==> src/rtl/mux_pkg.sv <==
// Shared types and constants for the button-driven mux select generator.
package mux_pkg;

  typedef enum logic [1:0] {
    REL       = 2'd0,
    PRESS_CHK = 2'd1,
    PRS       = 2'd2,
    REL_CHK   = 2'd3
  } deb_state_t;

  localparam int DEB_CYCLES_DEF        = 8;
  localparam int PERIOD_ZERO_MEANS_256 = 256;

  // Last prescaler value of a period; a programmed period of 0 stands for 256.
  function automatic logic [7:0] presc_last(input logic [7:0] period);
    if (period == 8'd0) return 8'(PERIOD_ZERO_MEANS_256 - 1);
    return period - 8'd1;
  endfunction

endpackage

==> src/rtl/btn_debounce.sv <==
// Two-flop synchronizer for the four live inputs plus a debouncer on the
// select button that emits a one-cycle press pulse.
module btn_debounce
  import mux_pkg::*;
#(
  parameter int DEB_CYCLES = DEB_CYCLES_DEF
) (
  input  logic       clk,
  input  logic       rst,
  input  logic       ena,
  input  logic [3:0] raw,
  output logic [2:0] levels,
  output logic       press
);

  localparam logic [3:0] DEB_LAST = 4'(DEB_CYCLES - 1);

  logic [3:0] sync_p0;
  logic [3:0] sync_p1;
  deb_state_t state;
  logic [3:0] cnt;
  logic       btn;

  assign btn    = sync_p1[0];
  assign levels = sync_p1[3:1];

  // Entering a check state counts the current sample as the first stable one.
  always_ff @(posedge clk or posedge rst) begin
    if (rst) begin
      sync_p0 <= '0;
      sync_p1 <= '0;
      state   <= REL;
      cnt     <= '0;
      press   <= 1'b0;
    end else if (ena) begin
      sync_p0 <= raw;
      sync_p1 <= sync_p0;
      press   <= 1'b0;
      case (state)
        REL: begin
          if (btn) begin
            state <= PRESS_CHK;
            cnt   <= 4'd1;
          end
        end
        PRESS_CHK: begin
          if (!btn) begin
            state <= REL;
            cnt   <= '0;
          end else if (cnt == DEB_LAST) begin
            state <= PRS;
            cnt   <= '0;
            press <= 1'b1;
          end else begin
            cnt <= cnt + 4'd1;
          end
        end
        PRS: begin
          if (!btn) begin
            state <= REL_CHK;
            cnt   <= 4'd1;
          end
        end
        REL_CHK: begin
          if (btn) begin
            state <= PRS;
            cnt   <= '0;
          end else if (cnt == DEB_LAST) begin
            state <= REL;
            cnt   <= '0;
          end else begin
            cnt <= cnt + 4'd1;
          end
        end
        default: begin
          state <= REL;
          cnt   <= '0;
        end
      endcase
    end
  end

endmodule

==> src/rtl/mux_sel_driver.sv <==
// Mux select generator: sel toggles on debounced presses (manual) or on a
// programmable prescaler tick (auto); data bits pass through synchronized.
module mux_sel_driver
  import mux_pkg::*;
#(
  parameter int DEB_CYCLES = DEB_CYCLES_DEF
) (
  input  logic       clk,
  input  logic       rst,
  input  logic       ena,
  input  logic [7:0] ui_in,
  input  logic [7:0] uio_in,
  output logic [7:0] uo_out,
  output logic [7:0] uio_out,
  output logic [7:0] uio_oe
);

  logic [2:0] levels;
  logic       press;
  logic       mode;
  logic [7:0] presc;
  logic [7:0] period;
  logic       tick;
  logic       sel;
  logic [3:0] tcnt;
  logic       unused_ui;

  assign unused_ui = &{1'b0, ui_in[7:4]};
  assign mode      = levels[0];

  btn_debounce #(
    .DEB_CYCLES(DEB_CYCLES)
  ) u_deb (
    .clk   (clk),
    .rst   (rst),
    .ena   (ena),
    .raw   (ui_in[3:0]),
    .levels(levels),
    .press (press)
  );

  // Manual mode holds the prescaler in clear, so the period is re-latched
  // every cycle there and auto mode always starts with the current uio_in.
  always_ff @(posedge clk or posedge rst) begin
    if (rst) begin
      presc  <= '0;
      period <= '0;
      tick   <= 1'b0;
      sel    <= 1'b0;
      tcnt   <= '0;
    end else if (ena) begin
      if (press || tick) begin
        sel  <= ~sel;
        tcnt <= tcnt + 4'd1;
      end
      tick <= 1'b0;
      if (!mode || press) begin
        presc  <= '0;
        period <= uio_in;
      end else if (presc == presc_last(period)) begin
        presc  <= '0;
        period <= uio_in;
        tick   <= 1'b1;
      end else begin
        presc <= presc + 8'd1;
      end
    end
  end

  assign uo_out  = {tcnt, ~sel, sel, levels[2], levels[1]};
  assign uio_out = '0;
  assign uio_oe  = '0;

endmodule

==> config.mk <==
export PLATFORM = sky130hd
export DESIGN_NAME = mux_sel_driver
export DESIGN_NICKNAME = d
export VERILOG_FILES = /design/src/rtl/mux_pkg.sv /design/src/rtl/btn_debounce.sv /design/src/rtl/mux_sel_driver.sv
export SDC_FILE = /design/constraint.sdc
export NUM_CORES = 1
export LEC_CHECK = 0
export CAP_MARGIN = 20
export CORE_UTILIZATION = 30
export DETAILED_ROUTE_END_ITERATION = 7
export GPL_TIMING_DRIVEN = 0
export SYNTH_ARGS = -nofsm -noshare
export SYNTH_HDL_FRONTEND = slang
export SYNTH_SLANG_ARGS = --single-unit
export TNS_END_PERCENT = 1
==> constraint.sdc <==
create_clock -name clk -period 3.75 [get_ports clk]
set_input_delay 0.75 -clock clk [delete_from_list [all_inputs] [get_ports clk]]
set_output_delay 0.75 -clock clk [all_outputs]
set_load 0.02 [all_outputs]
### Word-level counts from Yosys, hierarchy flattened

Index checks and enable logic that the tools add are counted.

| cells by class | value |
|---|---|
| add/subtract/negate cells | 4 |
| equal/unequal tests | 9 |
| multiplexer cells | 29 |
| bitwise operators | 1 |
| reduce and logical (&&, ||, !) cells | 10 |

Operators with widths:

| cell | count |
|---|---|
| 2-to-1 mux 8 bit | 8 |
| 2-to-1 mux 4 bit | 5 |
| case mux 4 bit (4 select lines) | 1 |
| 2-to-1 mux 2 bit | 6 |
| adder 4 x 1 -> 4 bit, second input constant | 2 |
| adder 8 x 1 -> 8 bit, second input constant | 1 |
| == test 8 bit | 1 |
| logical NOT 8 bit | 1 |
| 2-to-1 mux 1 bit | 8 |
| case mux 2 bit (4 select lines) | 1 |
| subtractor 8 x 1 -> 8 bit, second input constant | 1 |
| AND reduction 5 bit | 1 |
| == test 2 bit, second input constant | 2 |
| == test 4 x 3 -> 1 bit, second input constant | 1 |
| AND reduction 2 bit | 2 |
| != test 3 x 1 -> 1 bit, second input constant | 1 |
| != test 3 bit, second input constant | 1 |
| AND reduction 3 bit | 1 |
| == test 2 x 1 -> 1 bit, second input constant | 1 |
| logical NOT 2 bit | 1 |
| logical OR 1 bit | 2 |
| != test 2 x 1 -> 1 bit, second input constant | 1 |
| != test 2 bit, second input constant | 1 |
| nonzero test 2 bit | 1 |
| other kinds (2) | 2 |

| storage, ports and cells | value |
|---|---|
| flip-flop bits (word level) | 37 |
| bits of input ports | 19 |
| output and inout port bits | 24 |
| logic and storage cells | 63 |

### Logic depth before layout (Yosys ltp)

Gate-level depths: netlist (run 1).

| depth | value |
|---|---|
| word-level depth | 10 |
| gate-level depth with buffers | 10 |
| gate-level depth less buffers | 8 |

### Modules after synthesis

Synthesis (run 1) repeated with hierarchy kept, for this count alone.

| unflattened totals | value |
|---|---|
| cells, all modules | 222 |
| area, all modules | 2,338.5 sq um |

By module, submodules not included:

| module | times used | cells an instance | area each (sq um) | seq. area each (sq um) |
|---|---|---|---|---|
| mux_sel_driver | 1 | 164 | 1,639.1 | 550.5 |
| btn_debounce | 1 | 58 | 699.4 | 375.4 |

### Least setup slack after synthesis (run 1)

OpenSTA, ideal clock, no wires.

| timing | value |
|---|---|
| path kind | flip-flop to flip-flop |
| from | reg period[1] |
| to | reg presc[4] |
| setup time | 136 ps |
| arrival time | 2,259 ps |
| required time | 3,614 ps |
| slack | 1,355 ps |
| stages on the path, launching flop included | 11 |
| buffers on the path | 2 |
| period minus slack after synthesis | 2,395 ps |
| cell sequence | dfrtp_1 -> clkbuf_1 -> inv_1 -> ha_1 -> nor3b_1 -> a2111o_1 -> a311oi_2 -> nand3_2 -> buf_6 -> o2111ai_2 -> o221ai_2 |

| on the way | value |
|---|---|
| word-level cells in the longest chain between the ends | 10 |
| elaborated cells between the ends (all ways) | 11 |
| classes of those cells | 1 x add/sub; 1 x eq/ne; 8 x mux; 1 x reduce/logical |

Ends and longest elaborated chain:

| item | line | source |
|---|---|---|
| start: declaration | mux_sel_driver.sv:22 | `logic [7:0] period;` |
| start signal: assignment | mux_sel_driver.sv:59 | `period <= uio_in;` |
| start signal: assignment | mux_sel_driver.sv:62 | `period <= uio_in;` |
| parallel branches: the longest is 4 deep, another holds subtractor 8 x 1 -> 8 bit | -- |  |
| 2-to-1 mux 8 bit (*) | mux_pkg.sv:17 | `return period - 8'd1;` |
| 2-to-1 mux 8 bit (*) | mux_sel_driver.sv:57 | `if (!mode \|\| press) begin` |
| 2-to-1 mux 8 bit (*) | mux_sel_driver.sv:51 | `end else if (ena) begin` |
| == test 8 bit (*) | mux_sel_driver.sv:60 | `end else if (presc == presc_last(period)) begin` |
| 2-to-1 mux 8 bit (*) | mux_sel_driver.sv:60 |  |
| 2-to-1 mux 8 bit (*) | mux_sel_driver.sv:57 |  |
| end signal: assignment | mux_sel_driver.sv:65 | `presc <= presc + 8'd1;` |
| end: declaration | mux_sel_driver.sv:21 | `logic [7:0] presc;` |

Mark *: on every way between the ends. The select of a mux whose other input is x is not followed.
A chain may end at the register's enable or synchronous reset.

### Worst setup path after layout (run 1)

| timing | value |
|---|---|
| from | reg period[1] |
| to | reg presc[2] |

Same word-level chain as after synthesis.

==> reports/qor.tcl, run 1 <==
set qor(run_status) {finished, final reports clean}
set qor(clock_slew_at_the_register_clock_pins_of_the_worst_setup_and_hold_paths_ps) 80
set qor(synth_seq_cells) 37
set qor(antenna_found_initial) 0
set qor(cts.path.max_buffers) 2
set qor(yosys_warnings) 0
set qor(globalRouteTotalUtil) 0.1412
set qor(critical-path-max-stage-delay_ps) 390
set qor(p_sw_mw) 0.5581
set qor(final_nets) 320
set qor(synth_largest_area_cell) {sky130_fd_sc_hd__dfrtp_1}
set qor(finalSetupTns_ps) 0
set qor(crit_family) {compound AO/OA/AOI/OAI gates}
set qor(fp.dieW_um) 91.84
set qor(timing.critical_path.slowest_stage_cell) {sky130_fd_sc_hd__a2111o_1}
set qor(antennaDiodeCount) 0
set qor(number_of_buffers_created_by_cts) 5
set qor(source_to_sink_clock_delay_at_the_later_pin_of_the_worst_skew_pair_ps) 300
set qor(worst_ep_arrival_time_ps) 2960
set qor(max_slew.worst_pin.slew_ps) 795.9
set qor(synth_cells) 254
set qor(core_area_um2) 7767
set qor(post_synth_num_cell_types) 55
set qor(number_of_flops_mapped_to_enable_cells_by_yosys) 0
set qor(drc_errors) 0
set qor(cp-start-kind) {flop}
set qor(ys_top_cells_by_count) {sky130_fd_sc_hd__dfrtp_1, sky130_fd_sc_hd__nand2_1, sky130_fd_sc_hd__buf_4}
set qor(number_of_sinks_driven_by_the_clock_tree) 37
set qor(gp_routability_congestion) 0.8404
set qor(clock-skew-final_ps) 5.507
set qor(post_route_clock_period_utilization) 0.7459
set qor(min-delay-path-class) {flop to flop}
set qor(synth_top_cells_by_area) {sky130_fd_sc_hd__dfrtp_1, sky130_fd_sc_hd__buf_4, sky130_fd_sc_hd__o311ai_2}
set qor(design.portCount) 43
set qor(synth-async-reset-ratio) 1.000
set qor(cts-resized-gates) 0
set qor(clock.fmax_mhz) 357.5
set qor(dominantRegCellSynth) {sky130_fd_sc_hd__dfrtp_1}
set qor(route.detailed.wl_per_inst_um) 13.66
set qor(cts.htree.levels) 2
set qor(io_buffers) 21
set qor(r2r_slack_ps) 950
set qor(design.die.area_um2) 8434
set qor(final_layout_size_suffix_gt1_frac) 0.2013
set qor(slew_headroom) 0.4686
set qor(hpwl_um) 3813
set qor(crit_path_end_kind) {flop}
set qor(areaGrowthSynthToFinish_pct) 19.90
set qor(cts_root_buf) {sky130_fd_sc_hd__clkbuf_8}
set qor(critical_path_peak_fanout) 10
set qor(sw_frac) 0.3951
set qor(synthesis.area_per_instance_um2) 9.532
set qor(initial_core_utilization) 0.3117
set qor(final_max_slew_viol_count) 0
set qor(clock_power_share) 0.204
set qor(final_antenna_net_count) 0
set qor(fp-row-count) 32
set qor(grt_start_max_net_pins) 38
set qor(route.vias.total) 2005
set qor(worst-path-buf-inv) 3
set qor(synth.top_cell.area_share) 0.3824
set qor(cts.hold.buffers_added) 0
set qor(first_pass_iters) 4
set qor(power_mw) 1.413
set qor(power-per-cell-area_nw_per_um2) 486.6
set qor(timing.max_cap.violations) 0
set qor(hold_viol_final) 0
set qor(timing.hold.ws_ps) 479.5
set qor(timing.setup.critical_path_class) {flop to flop}
set qor(cp_cell_sequence) {clkbuf_1 > inv_1 > ha_1 > nor3b_1 > a2111o_1 > a311oi_2 > nand3_2 > buf_2 > o21ai_0 > o311ai_1}
set qor(number_of_violations_reported_at_the_end_of_detailed_routing_iteration_0) 83
set qor(fin_crit_ps) 2797
set qor(final-setup-viol-count) 0
set qor(power.combinational.fraction) 0.397
set qor(grt_pass1_wl_um) 9259
set qor(grt_setup_unrepaired) {no}
set qor(sequentialPowerShare) 0.400
set qor(die_height_um) 91.84
set qor(max-vdd-ir-drop_mv) 0.1614
set qor(totalWireLength_um) 5464
set qor(power.leakage_nw) 1.223
set qor(first_global_vias) 1892
set qor(data_required_time_at_the_worst_endpoint_ps) 3910
set qor(detail_route.vias_per_cell) 5.013
set qor(synth-seq-area-share) 0.3824
set qor(cts_post_setup_buffers_inserted) 0
set qor(internal_power_mw) 0.8544
set qor(post-synth-top-count-cell) {sky130_fd_sc_hd__dfrtp_1}
set qor(grt-ovfl-total) 0
set qor(synth.cell_area_um2) 2421
set qor(cts_tree) {built}
routing by layer:
| metal | vias to the layer above | part of all wire | global-route usage |
|---|---|---|---|
| met3 | 10 | 0.070 | 0.02736 |
| met5 | - | 0 | 0 |
| met1 | 965 | 0.44 | 0.1833 |
| met2 | 65 | 0.47 | 0.2287 |
| li1 | 965 | - | - |
| met4 | 0 | 0.023 | 0.06120 |
worst register-to-register path, cell delays in order (launching register included):
cell and delay [ps]:
sky130_fd_sc_hd__dfrtp_1 330, sky130_fd_sc_hd__clkbuf_1 270, sky130_fd_sc_hd__inv_1 120, sky130_fd_sc_hd__ha_1 290, sky130_fd_sc_hd__nor3b_1 210, sky130_fd_sc_hd__a2111o_1 390
sky130_fd_sc_hd__a311oi_2 310, sky130_fd_sc_hd__nand3_2 150, sky130_fd_sc_hd__buf_2 240, sky130_fd_sc_hd__o21ai_0 220, sky130_fd_sc_hd__o311ai_1 150
kinds of logic (layout without fill, tap and decap cells):
kind of cell,count (synthesis),count (layout),synth area share
AND/OR/NAND/NOR,69,69,0.1509
AO/OA/AOI/OAI,61,61,0.2124
buffers and inverters,55,84,0.1235
flip-flops,37,37,0.3824
XOR/XNOR,16,16,0.05788
multiplexers,11,11,0.05065
adder cells (fa/ha/maj),4,4,0.02067
other,1,16,0.001549
final cells by class:
class / instances / area [um^2]
sequential: 37 / 925.9
clock buffer: 6 / 72.57
tap: 102 / 127.6
multi-input combinational: 177 / 1252
fill: 809 / 4865
clock inverter: 2 / 15.01
buffer: 38 / 235.2
inverter: 17 / 63.81
timing repair buffer: 21 / 210.2
power groups by stage:
| stage | clock network (mW) | registers (mW) | logic [mW] |
|---|---|---|---|
| finish | 0.287 | 0.565 | 0.560 |
| global route | 0.316 | 0.580 | 0.617 |
| CTS | 0.298 | 0.565 | 0.560 |
| detailed placement | 0 | 0.571 | 0.558 |
| global placement | 0 | 0.569 | 0.544 |
| floorplan | 0 | 0.551 | 0.439 |
state kept, by name, indices dropped and copies added, names as in the netlist, named ones only:
name	cells
period	8
presc	8
sel	1
tcnt	4
tick	1
u_deb.cnt	4
u_deb.press	1
u_deb.state	1
u_deb.sync_p0	4
u_deb.sync_p1	4
through the flow:
step / setup WS [ps] / cell area, um^2 / utilization / cells
4_1_cts: 995.1 / 2903 / 0.3737 / 400
2_1_floorplan: 1355 / 2477 / - / 269
3_3_place_gp: 1060 / 2815 / 0.3624 / 392
3_5_place_dp: 1013 / 2815 / 0.3624 / 392
6_report: 952.7 / 2903 / 0.3737 / 400
5_1_grt: 812.9 / 2903 / 0.3737 / 400
cells in the final DEF, fill, tap and decap left out, types with 3 or more instances in the layout:
| cell | instances |
|---|---|
| sky130_fd_sc_hd__nor2b_1 | 4 |
| sky130_fd_sc_hd__ha_1 | 4 |
| sky130_fd_sc_hd__a31oi_1 | 10 |
| sky130_fd_sc_hd__nor2_1 | 7 |
| sky130_fd_sc_hd__nand2_1 | 23 |
| sky130_fd_sc_hd__dfrtp_1 | 37 |
| sky130_fd_sc_hd__nor3b_1 | 4 |
| sky130_fd_sc_hd__buf_4 | 19 |
| sky130_fd_sc_hd__o22ai_1 | 10 |
| sky130_fd_sc_hd__clkbuf_1 | 12 |
| sky130_fd_sc_hd__inv_1 | 16 |
| sky130_fd_sc_hd__nand4_1 | 4 |
| sky130_fd_sc_hd__conb_1 | 16 |
| sky130_fd_sc_hd__o311ai_2 | 8 |
| sky130_fd_sc_hd__xnor2_1 | 12 |
| sky130_fd_sc_hd__clkbuf_8 | 5 |
| sky130_fd_sc_hd__xor2_1 | 4 |
| sky130_fd_sc_hd__o21ai_0 | 5 |
| sky130_fd_sc_hd__a21oi_1 | 6 |
| sky130_fd_sc_hd__clkdlybuf4s50_1 | 21 |
| sky130_fd_sc_hd__nand3_1 | 16 |
| sky130_fd_sc_hd__buf_2 | 5 |
| sky130_fd_sc_hd__mux2_2 | 10 |
| sky130_fd_sc_hd__o21ai_1 | 3 |
final timing paths:
kind,from,to,cells past startpoint
max,period[1]$_DFFE_PP0P_,presc[2]$_DFFE_PP0P_,10
min,tcnt[3]$_DFFE_PP0P_,tcnt[3]$_DFFE_PP0P_,1
max reg2reg,period[1]$_DFFE_PP0P_,presc[2]$_DFFE_PP0P_,10
min reg2reg,tcnt[3]$_DFFE_PP0P_,tcnt[3]$_DFFE_PP0P_,1
max in group asynchronous,rst,period[7]$_DFFE_PP0P_,2
min in group asynchronous,rst,period[3]$_DFFE_PP0P_,2
Power figures use the tool's default switching activity.
==> run 2: changes to the inputs <==
- clock period: 3.75 -> 2.5 ns (I/O delays scaled with it)
==> run 2 against run 1 <==
Compared with the run above:
- count of clock-buffer cells in the layout is the same
- power grew 58%
- critical path depth shrank 1
- via count grew 1.4%
- sequential cell count is the same
- non-clock buffer count grew 6
- maximum frequency grew 12%
- critical endpoint is now presc[4]$_DFFE_PP0P_
- utilization grew 1.7 points
- routed wire length grew 7.2%
==> reports/qor.tcl, run 2 (synthesized netlist as in run 1, its figures left out) <==
set qor(final_layout_size_suffix_gt1_frac) 0.2434 ;# +0.04208
set qor(min_to) {tcnt[3]$_DFFE_PP0P_}
set qor(reg_top3) {period: 8 flops, presc: 8 flops}
set qor(areaGrowthSynthToFinish_pct) 25.43
set qor(fillers) 802 ;# -0.87%
set qor(globalRouteTotalUtil) 0.1418 ;# +0.0005303
set qor(design.die.area_um2) 8434 ;# unchanged
set qor(power_mw) 2.231 ;# +58%
set qor(cts_tree) {built}
set qor(final_antenna_net_count) 0 ;# unchanged
set qor(final_max_slew_viol_count) 0 ;# unchanged
set qor(drc_errors) 0 ;# unchanged
set qor(slew_headroom) 0.4638 ;# -0.004802
set qor(cts.htree.levels) 2 ;# unchanged
set qor(clock_slew_at_the_register_clock_pins_of_the_worst_setup_and_hold_paths_ps) 80 ;# about the same
set qor(number_of_sinks_driven_by_the_clock_tree) 37 ;# unchanged
set qor(number_of_violations_reported_at_the_end_of_detailed_routing_iteration_0) 109 ;# +31%
set qor(detailed_place.area_um2) 2815 ;# unchanged
set qor(fin_crit_ps) 2492 ;# -305.5 ps
set qor(gp_routability_congestion) 0.8404 ;# unchanged
set qor(placed_cells_incl_taps) 392 ;# unchanged
set qor(data_required_time_at_the_worst_endpoint_ps) 2670 ;# -1240 ps
set qor(clock.fmax_mhz) 401.3 ;# +12%
set qor(timing.max_cap.violations) 0 ;# unchanged
set qor(antennaDiodeCount) 0 ;# unchanged
set qor(grt_start_max_net_pins) 38 ;# unchanged
set qor(power.leakage_nw) 1.285 ;# +5.1%
set qor(min_from) {tcnt[3]$_DFFE_PP0P_}
set qor(route.vias.total) 2033 ;# +1.4%
set qor(hold_viol_final) 0 ;# unchanged
set qor(first_pass_iters) 7 ;# +3
set qor(clock-skew-final_ps) 7.379 ;# +1.873 ps
set qor(ff2ff_path_depth) 9 ;# -1
set qor(final_nets) 326 ;# +1.9%
set qor(source_to_sink_clock_delay_at_the_later_pin_of_the_worst_skew_pair_ps) 300 ;# about the same
set qor(first_global_vias) 1892 ;# unchanged
set qor(min-delay-path-class) {flop to flop}
set qor(route.detailed.wl_per_inst_um) 14.43 ;# +5.6%
set qor(grt_pass1_wl_um) 9287 ;# +0.30%
set qor(initial_core_utilization) 0.3117 ;# unchanged
set qor(number_of_buffers_created_by_cts) 5 ;# unchanged
set qor(detail_route.vias_per_cell) 5.007 ;# -0.10%
set qor(fp.dieW_um) 91.84 ;# unchanged
set qor(totalWireLength_um) 5858 ;# +7.2%
set qor(cts_root_buf) {sky130_fd_sc_hd__clkbuf_8}
set qor(timing.setup.critical_path_class) {flop to flop}
set qor(post_route_clock_period_utilization) 0.9967 ;# +0.2508
set qor(worst_ep_arrival_time_ps) 2660 ;# -300 ps
set qor(cts.hold.buffers_added) 0 ;# unchanged
set qor(fp-row-count) 32 ;# unchanged
set qor(crit_path_start) {period[1]$_DFFE_PP0P_}
set qor(run_status) {finished, final reports clean}
set qor(die_height_um) 91.84 ;# unchanged
set qor(max-vdd-ir-drop_mv) 0.2441 ;# +51%
set qor(cp-start-kind) {flop}
set qor(hpwl_um) 3813 ;# unchanged
set qor(design_area_um2) 3037 ;# +4.6%
set qor(design.portCount) 43 ;# unchanged
set qor(cts.path.max_buffers) 2 ;# unchanged
set qor(cell_depth_of_the_worst_hold_path) 1 ;# unchanged
set qor(layout.cells.most_common) {sky130_fd_sc_hd__dfrtp_1}
set qor(critical_path.reg2reg.startpoint) {period[1]$_DFFE_PP0P_}
set qor(r2r_slack_ps) 8 ;# -940 ps
set qor(grt-ovfl-total) 0 ;# unchanged
set qor(core_area_um2) 7767 ;# unchanged
set qor(max_slew.worst_pin.slew_ps) 803.1 ;# +7.192 ps
set qor(critical_path_peak_fanout) 5 ;# -5
set qor(mostFrequentLayoutCells) {sky130_fd_sc_hd__dfrtp_1, sky130_fd_sc_hd__buf_4, sky130_fd_sc_hd__nand2_1}
set qor(antenna_found_initial) 0 ;# unchanged
set qor(io_buffers) 21 ;# unchanged
set qor(crit_path_end_kind) {flop}
set qor(power-per-cell-area_nw_per_um2) 734.6 ;# +51%
set qor(regToRegEndpoint) {presc[4]$_DFFE_PP0P_}
set qor(non_filler_instance_count_after_layout) 406 ;# +1.5%
set qor(final-setup-viol-count) 0 ;# unchanged
-- run 2: per-stage QoR --
| step | setup TNS, ps | hold slack, ps | worst slack [ps] | util |
|---|---|---|---|---|
| after floorplan | 0 | 465.7 | 105.0 | - |
| after detailed placement | -1846 | 471.8 | -237.3 | 0.3624 |
| after global routing | -439.5 | 505.8 | -70.53 | 0.3909 |
| final | 0 | 480.5 | 8.238 | 0.3909 |
| after global placement | -1770 | 464.7 | -189.5 | 0.3624 |
| after CTS | 0 | 486.1 | 1.138 | 0.3755 |
-- run 2: power breakdown --
| part | leakage (nW) | switching (mW) | internal, mW |
|---|---|---|---|
| clock network | 0.0374 | 0.236 | 0.197 |
| logic | 0.792 | 0.505 | 0.427 |
| registers | 0.456 | 0.150 | 0.716 |
| total | 1.29 | 0.891 | 1.34 |
-- run 2: worst max-delay path, cell delays in order, from the launching register on --
cell and delay (ps):
sky130_fd_sc_hd__dfrtp_2 410, sky130_fd_sc_hd__inv_1 90, sky130_fd_sc_hd__ha_4 180, sky130_fd_sc_hd__nor3b_4 160, sky130_fd_sc_hd__a2111o_1 430, sky130_fd_sc_hd__a311oi_2 310, sky130_fd_sc_hd__nand3_2 250, sky130_fd_sc_hd__buf_8 220
sky130_fd_sc_hd__o2111ai_4 180, sky130_fd_sc_hd__o221ai_2 120
-- run 2: worst max path at each step --
stage	slack, ps	cells past startpoint	to
after CTS	1	10	presc[4]$_DFFE_PP0P_
after global routing	-70	10	presc[2]$_DFFE_PP0P_
after floorplan	110	10	presc[4]$_DFFE_PP0P_
final	8	9	presc[4]$_DFFE_PP0P_
after detailed placement	-240	10	presc[2]$_DFFE_PP0P_
after global placement	-190	10	presc[2]$_DFFE_PP0P_
-- run 2: area by class of cell --
class | count | area, um^2 | share of cell area
Buffer | 37 | 249.0 | 0.08199
Sequential cell | 37 | 927.1 | 0.3053
Multi-Input combinational cell | 177 | 1297 | 0.4273
Clock inverter | 2 | 15.01 | 0.004944
Timing Repair Buffer | 28 | 284.0 | 0.09353
Tap cell | 102 | 127.6 | 0.04203
Clock buffer | 6 | 72.57 | 0.02390
Inverter | 17 | 63.81 | 0.02101
-- run 2: metal layers --
layer  vias up  global-route usage  wire [um]
li1        973                   -          -
met5         -                   0          0
met1      1002              0.1844       2660
met2        49              0.2274       2839
met3         9             0.02736        241
met4         0             0.06510        117
-- run 2: what timing repair did --
| item | in CTS | in global routing |
|---|---|---|
| pin swaps | 0 | 5 |
| gates resized for setup | 6 | 12 |
| setup endpoints to repair | 17 | 15 |
| setup buffers | 0 | 6 |
| gates cloned | 0 | 1 |
==> run 3: changes to the inputs <==
- SKIP_LAST_GASP: default -> 1
==> run 3 against run 2 <==
Compared with the run above:
- the flow now finishes with violations (setup timing)
- utilization is the same
- combinational power is essentially flat
- sequential share of layout area unchanged
- critical endpoint unchanged
- largest cell class unchanged
==> reports/qor.tcl, run 3 (synthesized netlist as in run 1, its figures left out) <==
set qor(route.vias.total) 2030 ;# -0.15%
set qor(timing.setup.critical_path_class) {flop to flop}
set qor(die_height_um) 91.84 ;# unchanged
set qor(first_global_vias) 1892 ;# unchanged
set qor(detail_route.vias_per_cell) 5.000 ;# -0.15%
set qor(crit_path_end_kind) {flop}
set qor(route.detailed.wl_per_inst_um) 14.49 ;# +0.39%
set qor(grt-ovfl-total) 0 ;# unchanged
set qor(final-setup-viol-count) 1 ;# +1
set qor(min-delay-path-class) {flop to flop}
set qor(fillers) 802 ;# unchanged
set qor(hpwl_um) 3813 ;# unchanged
set qor(crit_family) {compound AO/OA/AOI/OAI gates}
set qor(critical-path-max-stage-delay_ps) 430 ;# about the same
set qor(totalWireLength_um) 5881 ;# +0.39%
set qor(design.portCount) 43 ;# unchanged
set qor(grt_setup_unrepaired) {yes}
set qor(power_mw) 2.234 ;# +0.14%
set qor(cp-start-kind) {flop}
set qor(final_layout_size_suffix_gt1_frac) 0.2434 ;# unchanged
set qor(clock-skew-final_ps) 6.190 ;# -1.190 ps
set qor(first_pass_iters) 4 ;# -3
set qor(cts_tree) {built}
set qor(cts.htree.levels) 2 ;# unchanged
set qor(post_route_clock_period_utilization) 1.006 ;# +0.009696
set qor(areaGrowthSynthToFinish_pct) 25.43 ;# unchanged
set qor(mostFrequentLayoutCells) {sky130_fd_sc_hd__dfrtp_1, sky130_fd_sc_hd__buf_4, sky130_fd_sc_hd__nand2_1}
set qor(r2r_slack_ps) -20 ;# -20 ps
set qor(design.die.area_um2) 8434 ;# unchanged
set qor(max-vdd-ir-drop_mv) 0.2442 ;# about the same
set qor(slew_headroom) 0.4639 ;# about the same
set qor(number_of_violations_reported_at_the_end_of_detailed_routing_iteration_0) 100 ;# -8.3%
set qor(grt_start_max_net_pins) 38 ;# unchanged
set qor(power-per-cell-area_nw_per_um2) 735.6 ;# +0.14%
set qor(reg_top3) {period: 8 flops, presc: 8 flops}
set qor(antenna_found_initial) 0 ;# unchanged
set qor(final_max_slew_viol_count) 0 ;# unchanged
set qor(data_required_time_at_the_worst_endpoint_ps) 2670 ;# about the same
set qor(number_of_buffers_created_by_cts) 5 ;# unchanged
set qor(violations) {setup timing}
set qor(timing.hold.ws_ps) 479.8 ;# -0.6790 ps
set qor(worst_ep_arrival_time_ps) 2690 ;# +30 ps
set qor(power.leakage_nw) 1.285 ;# unchanged
set qor(clock_slew_at_the_register_clock_pins_of_the_worst_setup_and_hold_paths_ps) 80 ;# about the same
set qor(cts_root_buf) {sky130_fd_sc_hd__clkbuf_8}
set qor(pre_cts_ws_ps) -237.3 ;# unchanged
set qor(run_status) {complete, but fails checks}
set qor(worst-path-buf-inv) 2 ;# unchanged
set qor(number_of_sinks_driven_by_the_clock_tree) 37 ;# unchanged
set qor(timing.max_cap.violations) 0 ;# unchanged
set qor(globalRouteTotalUtil) 0.1418 ;# unchanged
set qor(cp_cell_sequence) {inv_1 > ha_4 > nor3b_4 > a2111o_1 > a311oi_2 > nand3_2 > buf_8 > o2111ai_4 > o221ai_2}
set qor(source_to_sink_clock_delay_at_the_later_pin_of_the_worst_skew_pair_ps) 300 ;# about the same
set qor(final_nets) 326 ;# unchanged
set qor(antennaDiodeCount) 0 ;# unchanged
set qor(worst_slack_ps) -16.00 ;# -24.24 ps
set qor(fin_crit_ps) 2516 ;# +24.24 ps
set qor(clock.fmax_mhz) 397.5 ;# -0.96%
set qor(drc_errors) 0 ;# unchanged
set qor(grt_pass1_wl_um) 9287 ;# unchanged
set qor(core_area_um2) 7767 ;# unchanged
set qor(layout.cells.most_common) {sky130_fd_sc_hd__dfrtp_1}
set qor(fp-row-count) 32 ;# unchanged
set qor(hold_viol_final) 0 ;# unchanged
set qor(cts.hold.buffers_added) 0 ;# unchanged
set qor(fp.dieW_um) 91.84 ;# unchanged
set qor(cts.path.max_buffers) 2 ;# unchanged
set qor(timing.critical_path.slowest_stage_cell) {sky130_fd_sc_hd__a2111o_1}
set qor(io_buffers) 21 ;# unchanged
set qor(gp_routability_congestion) 0.8404 ;# unchanged
set qor(final_antenna_net_count) 0 ;# unchanged
set qor(critical_path_peak_fanout) 5 ;# unchanged
set qor(max_slew.worst_pin.slew_ps) 803.0 ;# -0.1003 ps
set qor(initial_core_utilization) 0.3117 ;# unchanged
## run 3: area by class of cell
| class | instances | area (um^2) | area share |
|---|---|---|---|
| timing repair buffer | 28 | 284.0 | 0.09353 |
| clock inverter | 2 | 15.01 | 0.004944 |
| tap | 102 | 127.6 | 0.04203 |
| multi-input combinational | 177 | 1297 | 0.4273 |
| buffer | 37 | 249.0 | 0.08199 |
| inverter | 17 | 63.81 | 0.02101 |
| clock buffer | 6 | 72.57 | 0.02390 |
| sequential | 37 | 927.1 | 0.3053 |
## run 3: per-layer routing
metal / wire (um) / GRT usage
met5: 0 / 0
met4: 117 / 0.06510
met3: 232 / 0.02736
met2: 2847 / 0.2274
met1: 2684 / 0.1844
## run 3: per-stage QoR
stage	utilization	cell area [um^2]	setup TNS, ps	std cells
detailed placement	0.3624	2815	-1846	392
finish	0.3909	3037	-16.00	406
floorplan	-	2477	0	269
CTS	0.3755	2917	0	399
global placement	0.3624	2815	-1770	392
global route	0.3909	3037	-452.1	406
## run 3: power breakdown
part	switching [mW]	total [mW]	leakage (nW)	internal, mW
clock network	0.238	0.435	0.0374	0.197
logic	0.505	0.932	0.792	0.427
registers	0.150	0.867	0.456	0.716
total	0.894	2.23	1.29	1.34
## run 3: repair_timing
item | CTS | global route
gates resized for setup | 6 | 12
endpoints found under the setup margin | 17 | 15
pin swaps | 0 | 4
setup buffers | 0 | 6
cloned | 0 | 1
## run 3: path summary, 6_finish.rpt
| path | start | end | depth (start not counted) |
|---|---|---|---|
| hold / removal | tcnt[3]$_DFFE_PP0P_ | tcnt[3]$_DFFE_PP0P_ | 1 |
| hold reg to reg | tcnt[3]$_DFFE_PP0P_ | tcnt[3]$_DFFE_PP0P_ | 1 |
| setup / recovery | period[1]$_DFFE_PP0P_ | presc[4]$_DFFE_PP0P_ | 9 |
| max in group asynchronous | rst | period[1]$_DFFE_PP0P_ | 2 |
| min in group asynchronous | rst | period[3]$_DFFE_PP0P_ | 2 |
| setup reg to reg | period[1]$_DFFE_PP0P_ | presc[4]$_DFFE_PP0P_ | 9 |
==> variant 1, RTL diff (config.mk and constraints of run 3) <==
Put a register stage on the output `uo_out`, cleared by the reset. The value now appears one clock later. The other outputs are not delayed to match.
--- a/src/rtl/mux_sel_driver.sv
+++ b/src/rtl/mux_sel_driver.sv
@@ -67,7 +67,13 @@
     end
   end
 
-  assign uo_out  = {tcnt, ~sel, sel, levels[2], levels[1]};
+  always_ff @(posedge clk or posedge rst) begin
+    if (rst) begin
+      uo_out <= '0;
+    end else begin
+      uo_out <= {tcnt, ~sel, sel, levels[2], levels[1]};
+    end
+  end
   assign uio_out = '0;
   assign uio_oe  = '0;
 
Formal check against the unedited RTL: not equivalent (a bounded check fails within 4 cycles, from zero or initial values and one cycle with rst high).
==> variant 1 against run 3 <==
  * The run still ends with setup timing left
  * Global-route usage is 0.80 points higher
  * Power up 24%
  * Non-clock buffer count shrank 3
  * Design area increased by 5.6%
  * Critical path depth up 2
  * Synthesized area is 5.0% higher
  * Clock power increased by 38%
  * Routed wire length increased by 3.7%
  * Count of clock-buffer cells in the layout decreased by 1
  * Worst setup slack worse by 29 ps
  * Sequential power increased by 23%
  * Synthesized cell count grew 2.0%
  * Sequential cell count increased by 8
  * Critical path type unchanged
  * Largest power group unchanged
==> variant 1: results (changes against run 3) <==
- Status: finished, violations left
- Failing checks: setup timing
- Asr flop ratio synth: 100% (unchanged)
- Cell family with most CP delay: simple AND/OR/NAND/NOR gates
- Synth cell count leaders: dfrtp_1, nand2_1, buf_4, nand3_1
- Biggest regs: period (8), presc (8), uo_out (8)
- Hold endpoint: uo_out[1]$_DFF_PP0_
- Placed inst area: 2990 µm² (+6.2%)
- Yosys warning total: 0 (unchanged)
- Comb pwr share: 39.5% (-2.2 points)
- Initial drt markers: 127 (+27%)
- CP max FO: 9 (+4)
- Post-CTS Setup Repair Bufs: 5 (+5)
- Inst Count DP: 402 (+2.6%)
- Core Area: 8220 µm² (+5.8%)
- Slew headroom: 50.4% (+4.1 points)
- CP endpoint: presc[6]$_DFFE_PP0P_
- Setup_tns: -114 ps (-98.3 ps)
- Setup WS pre-CTS: -249 ps (-11.7 ps)
- Post-CTS Resized: 7 (+1)
- Drt total wl: 6.10 mm (+3.7%)
- CP startpoint: period[1]$_DFFE_PP0P_
- # port buffers: 22 (+4.8%)
- Mapped Avg Cell Area: 9.82 µm² (+3.0%)
- Post-route setup slack: -44.7 ps (-28.7 ps)
- Slowest cell on crit path: dfrtp_1
- Distinct cells, synth: 51 (-7.3%)
- Peak supply drop: 0.000451 V (+85%)
- Worst path arrival time: 2770 ps (+80 ps)
- Vias per cell: 5.07 (+1.4%)
- Largest cells by area after synthesis: dfrtp_1, buf_4, mux2_2
- Clock Skews: 7.81 ps (+1.62 ps)
- Detailed Place HPWL: 4.08 mm (+6.9%)
- Worst min path class: register to register
- R2R cell count: 11 (+2)
- First-pass GRT wire length: 10.2 mm (+9.5%)
- All-Layer GR Usage: 15.0% (+0.80 points)
- Static Leakage: 0.00134 µW (+4.3%)
- Clk slew on worst S/H paths: 100 ps (+20 ps)
- H-tree levels: 2 (unchanged)
- # nets final: 332 (+1.8%)
- Hold path startpoint: u_deb.sync_p1[3]$_DFFE_PP0P_
- Switching share of total power: 39.2% (-0.84 points)
- Final Setup Violations: 7 (+6)
- CTS buffer count: 5 (unchanged)
- Share of cells above drive strength 1: 23.5% (-0.79 points)
- Worst skew pair latency: 310 ps
- RD Place Congestion: 0.870 (+3.5%)
- Seq/Total Area, Yosys: 44.3% (+6.0 points)
- CP peak stage delay: 420 ps
- Vias: 2104 (+3.6%)
- Largest net degree at the start of global routing: 35 (-7.9%)
- WHS: 385 ps (-95.2 ps)
- PwrDens: 862 nW/µm² (+17%)
- Worst hold path cell count: 0 (-1)
-- variant 1: cell count changes after synthesis, sizes merged, moves of 3 or more --
cell / change
o22ai: -9
dfrtp: +8
o21ai: +5
inv: -3
nand2: -4
nand4: +9
-- variant 1: layout make-up --
cell class	instances	area, µm²
Clock inverter	3	50.0
Fill cell	824	5010
Sequential cell	45	1130
Tap cell	105	131
Timing Repair Buffer	28	278
Inverter	14	52.6
Clock buffer	5	68.8
Multi-Input combinational cell	181	1270
Buffer	34	224
-- variant 1: metal layers --
metal  GRT usage, %  routed length, µm
met4           7.31                 91
met1           18.8               2790
met2           24.2               2890
met5              0                  0
met3           3.24                328
-- variant 1: kinds of logic after synthesis --
family	count (synthesis)	share of synthesized area (%)
adder cells (fa/ha/maj)	4	1.97
XOR/XNOR	15	5.17
buffers and inverters	48	10.4
flip-flops	45	44.3
AND/OR/NAND/NOR	76	15.9
AO/OA/AOI/OAI	58	16.9
multiplexers	12	5.27
other	1	0.147
==> variant 2, RTL diff (settings of run 3) <==
Made on the original files. Set the package constant `DEB_CYCLES_DEF` to 4 (it was 8).
--- a/src/rtl/mux_pkg.sv
+++ b/src/rtl/mux_pkg.sv
@@ -8,7 +8,7 @@
     REL_CHK   = 2'd3
   } deb_state_t;
 
-  localparam int DEB_CYCLES_DEF        = 8;
+  localparam int DEB_CYCLES_DEF        = 4;
   localparam int PERIOD_ZERO_MEANS_256 = 256;
 
   // Last prescaler value of a period; a programmed period of 0 stands for 256.
Check against the original RTL: not equivalent (Yosys sat finds a counterexample within 10 cycles, from zero or initial values and one cycle with rst high).
==> variant 2 against run 3 <==
  * Worst hold slack got worse by 1.2 ps
  * Power increased by 7.1%
  * Synthesized cell count shrank 1.2%
  * Synthesized area shrank 0.10%
  * Worst setup slack gained 140 ps
  * Routed wire length is 6.4% lower
  * Sequential cell count is the same
  * Design area down 3.4%
==> variant 2: results (changes against run 3) <==
- Distinct cells, synth: 57 (+3.6%)
- Synth Area in Compound Gates: 20.2% (-1.0 points)
- Clock Skews: 8.11 ps (+1.92 ps)
- # nets final: 317 (-2.8%)
- Mapped Avg Cell Area: 9.64 µm² (+1.1%)
- Placed inst area: 2810 µm² (about the same)
- Post-synthesis mux area share: 4.60% (-0.46 points)
- First-pass GRT wire length: 9.23 mm (-0.67%)
- H-tree levels: 2 (unchanged)
- Final non-filler cell total: 397 (-2.2%)
- Share of cells above drive strength 1: 20.7% (-3.7 points)
- Drt total wl: 5.51 mm (-6.4%)
- CTS buffer count: 5 (unchanged)
- Seq/Total Area, Yosys: 38.3% (+0.040 points)
- Global routing met1 resource utilization: 18.1% (-0.32 points)
- Int Pwr: 1400 µW (+4.7%)
- Initial drt markers: 127 (+27%)
- Static Leakage: 0.00123 µW (-3.9%)
- Cell family with most CP delay: compound AO/OA/AOI/OAI gates
- Vias in the first global route: 1902 (+0.53%)
- Worst Max-Slew Pin Slew: 796 ps (-7.14 ps)
- Final Setup Violations: 0 (-1)
- RD Place Congestion: 0.819 (-2.6%)
- Detailed Place HPWL: 3.84 mm (+0.79%)
- Slowest cell on crit path: a2111oi_4
- Vias: 2001 (-1.4%)
- Grt met3 use: 2.40% (-0.33 points)
- Peak supply drop: 0.000310 V (+27%)
- Met2 WL: 2.63 mm (-7.8%)
- DR WL met3: 252 µm (+8.6%)
- Synth cell count leaders: dfrtp_1, nand2_1, buf_4, nand3_1, inv_1
- Max Root-Sink Buffers: 2 (unchanged)
- Post-CTS Resized: 2 (-4)
- CP peak stage delay: 350 ps (-80 ps)
- Inst Count DP: 389 (-0.77%)
- CP max FO: 10 (+5)
- Worst path arrival time: 2530 ps (-160 ps)
- Post-route cell area: 2930 µm² (-3.4%)
- Metal-1 WL: 2.55 mm (-5.1%)
- XOR/XNOR Fraction of Synth Area: 5.43% (-0.36 points)
- Status: complete, no violations
- Fillers: 784 (-2.2%)
- Largest cells by area after synthesis: dfrtp_1, buf_4, mux2_2
- All-Layer GR Usage: 13.9% (-0.26 points)
- Synth Area in Adders: 2.07% (+0.0021 points)
- Worst skew pair latency: 300 ps (about the same)
- Setup WS pre-CTS: -182 ps (+55.6 ps)
## variant 2: cell count changes in the layout (fill, tap and decap cells not counted), sizes merged, moves of 3 or more
cell     change
nor3         +3
o22ai        -4
buf          -5
xor2         +3
o2bb2ai      +6
inv          -3
xnor2        -4
## variant 2: power groups by stage
stage | registers (µW) | logic (µW) | clock network [µW]
after floorplan | 873 | 786 | 0
after global placement | 887 | 1010 | 0
after global routing | 911 | 1160 | 478
final | 886 | 1060 | 443
after CTS | 884 | 1040 | 455
after detailed placement | 894 | 1030 | 0
## variant 2: final cells by class
class,count,area (µm²),area share [%]
multi-input cells,177,1260,43.1
flip-flops and latches,37,926,31.6
plain buffers,39,265,9.04
repair buffers,21,210,7.17
well taps,102,128,4.35
clock buffers,5,68.8,2.35
inverters,13,48.8,1.66
clock inverters,3,21.3,0.725
## variant 2: final timing paths
check,slack [ps],cells past startpoint,startpoint,end
setup / recovery,130,11,period[1]$_DFFE_PP0P_,presc[3]$_DFFE_PP0P_
hold / removal,480,1,tcnt[3]$_DFFE_PP0P_,tcnt[3]$_DFFE_PP0P_
setup reg to reg,130,11,period[1]$_DFFE_PP0P_,presc[3]$_DFFE_PP0P_
hold reg to reg,480,1,tcnt[3]$_DFFE_PP0P_,tcnt[3]$_DFFE_PP0P_
max in group asynchronous,1330,2,rst,presc[5]$_DFFE_PP0P_
min in group asynchronous,670,2,rst,period[3]$_DFFE_PP0P_
## variant 2: through the flow
step	TNS, ps	util, %	total power [µW]
3_3_place_gp	-1860	36.2	1900
4_1_cts	0	37.5	2380
3_5_place_dp	-1780	36.2	1930
5_1_grt	-14.6	37.8	2550
6_report	0	37.8	2390
2_1_floorplan	0	-	1660
